## config.mk

```make
export PLATFORM = sky130hd
export DESIGN_NAME = ev_slot_scheduler
export DESIGN_NICKNAME = d
export VERILOG_FILES = /design/src/rtl/ev_slot_scheduler.sv
export SDC_FILE = /design/constraint.sdc
export NUM_CORES = 1
export LEC_CHECK = 0
export ABC_AREA = 1
export CAP_MARGIN = 20
export CORE_MARGIN = 8
export CORE_UTILIZATION = 25
export DETAILED_ROUTE_END_ITERATION = 8
export DONT_BUFFER_PORTS = 1
export PLACE_DENSITY = 0.43
export RECOVER_POWER = 100
export SLEW_MARGIN = 20
export SYNTH_ARGS = -nofsm -noshare
export SYNTH_HDL_FRONTEND = slang
export SYNTH_SLANG_ARGS = --single-unit
```

## constraint.sdc

```tcl
create_clock -name clk_i -period 6.5 [get_ports clk_i]
set_clock_uncertainty 0.15 [all_clocks]
set_input_delay 0.65 -clock clk_i [delete_from_list [all_inputs] [get_ports clk_i]]
set_output_delay 0.65 -clock clk_i [all_outputs]
set_load 0.05 [all_outputs]
```

## src/rtl/ev_slot_scheduler.sv

```systemverilog
`default_nettype none
// ============================================================================
// Module      : ev_slot_scheduler
// Description : Round-robin allocator of a pool of EV charging slots. Tracks
//               each slot as FREE / BUSY / FAULT with a session timer and
//               releases slots on charge-complete, fault or timeout.
// Revision    : 1.0 - initial release
// ============================================================================
module ev_slot_scheduler #(
    parameter int NUM_REQ   = 4,
    parameter int NUM_SLOTS = 4,
    parameter int TIMEOUT   = 1000
) (
    input  logic                 clk_i,
    input  logic                 reset_n_i,
    input  logic [NUM_REQ-1:0]   req_i,
    output logic [NUM_REQ-1:0]   gnt_o,
    output logic [2:0]           gnt_slot_o,
    input  logic [NUM_SLOTS-1:0] slot_done_i,
    input  logic [NUM_SLOTS-1:0] slot_fault_i,
    output logic [NUM_SLOTS-1:0] slot_busy_o,
    output logic [NUM_SLOTS-1:0] slot_faulted_o,
    output logic [NUM_SLOTS-1:0] slot_timeout_o,
    output logic [3:0]           free_count_o
);

    localparam int              RW         = $clog2(NUM_REQ);
    localparam int              TW         = $clog2(TIMEOUT);
    localparam logic [TW-1:0]   TIMER_LAST = TW'(TIMEOUT - 1);
    localparam logic [RW-1:0]   REQ_LAST   = RW'(NUM_REQ - 1);

    typedef enum logic [1:0] {
        S_FREE  = 2'd0,
        S_BUSY  = 2'd1,
        S_FAULT = 2'd2
    } slot_state_e;

    slot_state_e          state_q [NUM_SLOTS];
    slot_state_e          state_d [NUM_SLOTS];
    logic [TW-1:0]        timer_q [NUM_SLOTS];
    logic [TW-1:0]        timer_d [NUM_SLOTS];
    logic [RW-1:0]        owner_q [NUM_SLOTS];
    logic [RW-1:0]        owner_d [NUM_SLOTS];
    logic [NUM_REQ-1:0]   owns_q,  owns_d;
    logic [RW-1:0]        rr_ptr_q, rr_ptr_d;
    logic [NUM_REQ-1:0]   gnt_q,   gnt_d;
    logic [2:0]           gnt_slot_q, gnt_slot_d;
    logic [NUM_SLOTS-1:0] timeout_q, timeout_d;
    logic [3:0]           free_count_q, free_count_d;

    logic [NUM_REQ-1:0]   w_elig;
    logic                 w_req_found;
    logic [RW-1:0]        w_winner;
    int                   w_best;
    int                   w_dist;
    logic                 w_slot_found;
    logic [2:0]           w_slot_idx;
    logic                 w_gnt_valid;
    logic [NUM_SLOTS-1:0] w_slot_release;

    // Pick the eligible requester closest to rr_ptr going upward with wrap.
    always_comb begin
        w_elig      = req_i & ~owns_q;
        w_req_found = 1'b0;
        w_winner    = '0;
        w_best      = NUM_REQ;
        w_dist      = 0;
        for (int r = 0; r < NUM_REQ; r++) begin
            w_dist = r - int'(rr_ptr_q);
            if (w_dist < 0) begin
                w_dist = w_dist + NUM_REQ;
            end
            if (w_elig[r] && (w_dist < w_best)) begin
                w_best      = w_dist;
                w_req_found = 1'b1;
                w_winner    = RW'(r);
            end
        end
    end

    // Lowest-index slot that is FREE in the registered state.
    always_comb begin
        w_slot_found = 1'b0;
        w_slot_idx   = '0;
        for (int s = NUM_SLOTS - 1; s >= 0; s--) begin
            if (state_q[s] == S_FREE) begin
                w_slot_found = 1'b1;
                w_slot_idx   = 3'(s);
            end
        end
        w_gnt_valid = w_req_found && w_slot_found;
    end

    // Per-slot session FSM: fault beats done, done beats timeout.
    always_comb begin
        for (int s = 0; s < NUM_SLOTS; s++) begin
            state_d[s]        = state_q[s];
            timer_d[s]        = timer_q[s];
            owner_d[s]        = owner_q[s];
            w_slot_release[s] = 1'b0;
            timeout_d[s]      = 1'b0;
            case (state_q[s])
                S_FREE: begin
                    timer_d[s] = '0;
                    if (w_gnt_valid && (w_slot_idx == 3'(s))) begin
                        state_d[s] = S_BUSY;
                        owner_d[s] = w_winner;
                    end else if (slot_fault_i[s]) begin
                        state_d[s] = S_FAULT;
                    end
                end
                S_BUSY: begin
                    if (slot_fault_i[s]) begin
                        state_d[s]        = S_FAULT;
                        timer_d[s]        = '0;
                        w_slot_release[s] = 1'b1;
                    end else if (slot_done_i[s]) begin
                        state_d[s]        = S_FREE;
                        timer_d[s]        = '0;
                        w_slot_release[s] = 1'b1;
                    end else if (timer_q[s] == TIMER_LAST) begin
                        state_d[s]        = S_FREE;
                        timer_d[s]        = '0;
                        w_slot_release[s] = 1'b1;
                        timeout_d[s]      = 1'b1;
                    end else begin
                        timer_d[s] = timer_q[s] + TW'(1);
                    end
                end
                S_FAULT: begin
                    timer_d[s] = '0;
                    if (!slot_fault_i[s]) begin
                        state_d[s] = S_FREE;
                    end
                end
                default: begin
                    state_d[s] = S_FREE;
                    timer_d[s] = '0;
                end
            endcase
        end
    end

    // Ownership bookkeeping, grant outputs, pointer advance and free count.
    always_comb begin
        owns_d = owns_q;
        for (int s = 0; s < NUM_SLOTS; s++) begin
            for (int r = 0; r < NUM_REQ; r++) begin
                if (w_slot_release[s] && (owner_q[s] == RW'(r))) begin
                    owns_d[r] = 1'b0;
                end
            end
        end
        gnt_d = '0;
        for (int r = 0; r < NUM_REQ; r++) begin
            if (w_gnt_valid && (w_winner == RW'(r))) begin
                gnt_d[r]  = 1'b1;
                owns_d[r] = 1'b1;
            end
        end
        gnt_slot_d = w_gnt_valid ? w_slot_idx : 3'd0;
        if (w_gnt_valid) begin
            rr_ptr_d = (w_winner == REQ_LAST) ? '0 : (w_winner + RW'(1));
        end else begin
            rr_ptr_d = rr_ptr_q;
        end
        free_count_d = '0;
        for (int s = 0; s < NUM_SLOTS; s++) begin
            if (state_d[s] == S_FREE) begin
                free_count_d = free_count_d + 4'd1;
            end
        end
    end

    // State registers; reset drops every session without pulses.
    always_ff @(posedge clk_i or negedge reset_n_i) begin
        if (!reset_n_i) begin
            for (int s = 0; s < NUM_SLOTS; s++) begin
                state_q[s] <= S_FREE;
                timer_q[s] <= '0;
                owner_q[s] <= '0;
            end
            owns_q       <= '0;
            rr_ptr_q     <= '0;
            gnt_q        <= '0;
            gnt_slot_q   <= '0;
            timeout_q    <= '0;
            free_count_q <= 4'(NUM_SLOTS);
        end else begin
            for (int s = 0; s < NUM_SLOTS; s++) begin
                state_q[s] <= state_d[s];
                timer_q[s] <= timer_d[s];
                owner_q[s] <= owner_d[s];
            end
            owns_q       <= owns_d;
            rr_ptr_q     <= rr_ptr_d;
            gnt_q        <= gnt_d;
            gnt_slot_q   <= gnt_slot_d;
            timeout_q    <= timeout_d;
            free_count_q <= free_count_d;
        end
    end

    for (genvar s = 0; s < NUM_SLOTS; s++) begin : g_slot_flags
        assign slot_busy_o[s]    = (state_q[s] == S_BUSY);
        assign slot_faulted_o[s] = (state_q[s] == S_FAULT);
    end

    assign gnt_o          = gnt_q;
    assign gnt_slot_o     = gnt_slot_q;
    assign slot_timeout_o = timeout_q;
    assign free_count_o   = free_count_q;

endmodule
`default_nettype wire

```

==> results.txt <==
----------------------------------------------------
[Clocking]
  Maximum buffer depth of the clock tree ... 2
  Clock buffer count from CTS ... 9
  Clock latency on the worst-skew pair ... about 0.34 ns
  Clock slew at the register clock pins of the worst setup and hold paths ... 0.06 ns
  Clock root buffer master ... sky130_fd_sc_hd__clkbuf_16
  CTS H-tree lvls ... 3
  Sink Count ... 76
  Number of buffers added to fix hold violations after cts ... 2
  PostCTS Resize Cnt ... 0
  CTS tree ... yes
  Setup Fix Bufs, Post-CTS ... 0

[Timing]
  Final min period ... between 3 and 4 ns
  Fmax ... approximately 300 MHz
  Count of final max-slew check failures ... 0
  Total of endpoints with negative setup slack in the final report ... 0
  Portion of the clock cycle consumed by the worst path in the final layout ... a little over half
  Final sum of negative setup slack ... 0 ns
  Unrepaired setup endpoints after global routing ... false
  Worst rel slew slack ... 26.9%
  Worst-Margin Slew ... between 1 and 1.5 ns
  Final worst-path setup slack ... approximately 3.1 ns
  Count of endpoints failing hold in the final timing report ... 0

[Route]
  Routed Wire Length ... roughly 9000 µm
  Detail-routed via count per cell ... roughly 4.2
  DR iter-0 viols ... between 70 and 80
  Routed length per placed instance ... between 10 and 15 µm
  Number of detailed-route iterations in the first pass ... 4
  Routed via count ... ~3.1k
  DRT antenna net count ... 0
  Residual DRC count ... 0

[Synth]
  Number of synthesized register bits ... 76
  Post-synthesis instance total ... 506
  Average instance area after synthesis ... around 7.8 µm²
  Number of enable flip-flop cells after synthesis ... 0
  Predominant post-synthesis flop cell ... sky130_fd_sc_hd__dfrtp_1
  Proportion of register bits with asynchronous set or reset after synthesis ... 100%
  Netlist area before placement ... ~4000 µm²
  Count of unique library cells instantiated by Yosys ... 36
  Syn. warnings ... 0
  Share of the yosys chip area belonging to registers ... around half

[Finish]
  Top library cells by usage in the layout, fill and taps aside ... sky130_fd_sc_hd__nand2_1, sky130_fd_sc_hd__inv_1, sky130_fd_sc_hd__nor2_1, sky130_fd_sc_hd__dfrtp_1, sky130_fd_sc_hd__nand3_1
  Finished Core Util ... about 29%
  Non-filler instance count after layout ... approximately 740
  Area growth, synth to finish ... 14.1%
  Share of cells above drive strength 1 ... between 5 and 6%
  Antenna diode count ... 0
  Final-stage net count ... 542
  Most common library cell in the layout ignoring fill and taps ... sky130_fd_sc_hd__nand2_1

[Floorplanning]
  Starting density of the core ... roughly a quarter
  Site row count ... between 40 and 50
  IO Count ... 37
  Core region area ... approximately 16,000 µm²
  Chip Width ... 142 µm
  Die Area ... around 20,000 µm²
  Vertical die dimension ... between 100 and 150 µm

[Setup path]
  Startpoint Class ... flop
  Origin of the worst setup path ... owns_q[1]
  Data required time at the worst endpoint ... 6.58 ns
  Critical Path End Type ... flop
  Data arrival time of the worst path ... about 3.5 ns
  Critical path peak fanout ... 5
  Critical path start-end classification ... flop to flop
  Launch point of the worst reg-to-reg path ... owns_q[1]

[Power and ir drop]
  Pwr Total ... 1.77 mW
  P per Cell Area ... slightly below 400 nW/µm²
  Worst supply voltage drop on vdd ... 0.000150 V
  Total leakage power ... 2.18 nW

[Placement]
  Final Wtd Congestion ... approximately 0.80
  HPWL reported at the end of detailed placement ... ~6600 µm
  Cell count after placement ... 720
  Count of port buffers added during placement ... 0
  Minimum setup slack after placement ... roughly 3.4 ns

[Global routing]
  Vias in the first global route ... between 2k and 3k
  Gr ovfl total ... 0
  Pin count of the biggest net entering global routing ... 76
  Overall Global Routing Usage ... a little under a tenth
  Initial antenna violation count ... 0
  First-pass GRT wire length ... 14,700 µm

[Flow run]
  # Max-Cap Violations ... 0

[Run status]
  Result of the run ... finished, final reports clean

[Min path]
  Class of the tightest hold or removal check ... input port to async pin

----------------------------------------------------
-- cell type report --
class	count	area, µm²
Multi-Input combinational cell	340	1650
Sequential cell	76	1900
Inverter	87	327
Clock buffer	13	280
Tap cell	216	270
Clock inverter	3	42.5
Timing Repair Buffer	3	41.3
Fill cell	1712	11100
-- cells in the mapped netlist (3+ instances only) --
master | n | area share (%)
sky130_fd_sc_hd__nand2_4 | 4 | 1.1
sky130_fd_sc_hd__nor4_1 | 4 | 0.63
sky130_fd_sc_hd__nand4_1 | 6 | 0.95
sky130_fd_sc_hd__o21ai_0 | 15 | 1.9
sky130_fd_sc_hd__xnor2_1 | 3 | 0.66
sky130_fd_sc_hd__nand2_2 | 7 | 1.1
sky130_fd_sc_hd__nand3_2 | 4 | 1.0
sky130_fd_sc_hd__nor3_1 | 21 | 2.7
sky130_fd_sc_hd__dfrtp_1 | 75 | 47
sky130_fd_sc_hd__nor2_1 | 75 | 7.1
sky130_fd_sc_hd__ha_1 | 11 | 3.5
sky130_fd_sc_hd__nor3b_1 | 6 | 1.1
sky130_fd_sc_hd__nand2_1 | 118 | 11
sky130_fd_sc_hd__inv_1 | 82 | 7.8
sky130_fd_sc_hd__nand3_1 | 26 | 3.3
sky130_fd_sc_hd__a21oi_1 | 22 | 2.8
sky130_fd_sc_hd__inv_2 | 4 | 0.38
-- per-layer routing --
metal	vias up	track usage [%]	part of all wire [%]
met3	11	3.36	4.3
met1	1430	11.6	48
li1	1607	-	-
met2	41	14.9	46
met4	0	4.07	1.5
met5	-	0	0
-- path summary, 6_finish.rpt --
check	end	slack [ns]	depth (start not counted)
worst max-delay path	free_count_o[1]	3.12	19
worst min-delay path	timer_q[23]	0.06	1
worst max register to register	free_count_o[1]	3.12	19
worst min register to register	timer_q[20]	0.32	1
max in group asynchronous	free_count_o[2]	5.54	1
min in group clk_i	slot_timeout_o[0]	0.23	1
-- state kept, by name, indices dropped and copies added (netlist names) --
register	flops
owner_q	8
timer_q	40
rr_ptr_q	2
free_count_o	4
slot_timeout_o	4
owns_q	4
state_q	8
gnt_slot_o	2
gnt_o	4
-- critical path, cell delays in order (launching register included) --
cell and delay, ns:
sky130_fd_sc_hd__dfrtp_1 0.40, sky130_fd_sc_hd__inv_2 0.06, sky130_fd_sc_hd__nand2_4 0.07, sky130_fd_sc_hd__nand2_4 0.06
sky130_fd_sc_hd__or2_4 0.24, sky130_fd_sc_hd__nor2_1 0.32, sky130_fd_sc_hd__clkinv_1 0.16, sky130_fd_sc_hd__nand2_1 0.16
sky130_fd_sc_hd__nor2_1 0.09, sky130_fd_sc_hd__nand2_1 0.14, sky130_fd_sc_hd__nand2_1 0.09, sky130_fd_sc_hd__nor2_1 0.30
sky130_fd_sc_hd__inv_2 0.05, sky130_fd_sc_hd__ha_1 0.32, sky130_fd_sc_hd__nand4_1 0.12, sky130_fd_sc_hd__nand2_2 0.12
sky130_fd_sc_hd__inv_2 0.04, sky130_fd_sc_hd__ha_1 0.27, sky130_fd_sc_hd__nand2_1 0.07, sky130_fd_sc_hd__nand2_1 0.05
-- cells by family after synthesis --
family	synth area share, %
simple gates	32.5
buf+inv	8.77
flops	48.1
compound gates	5.92
fa+ha+maj	3.48
xor+xnor	1.11
other cells	0.0948
-- where the power goes --
group	leakage, nW	switching [mW]	total [mW]	internal [mW]
Sequential	1.01	0.147	0.701	0.554
Clock	0.158	0.194	0.532	0.338
Combinational	1.01	0.385	0.540	0.155
-- stage by stage --
step	instance area [µm²]	hold slack (ns)
2_1_floorplan	3960	0.204
3_3_place_gp	4220	0.210
3_5_place_dp	4220	0.210
4_1_cts	4580	0.0642
5_1_grt	4510	0.0823
6_report	4510	0.0569
(Power assumes the default switching activity.)
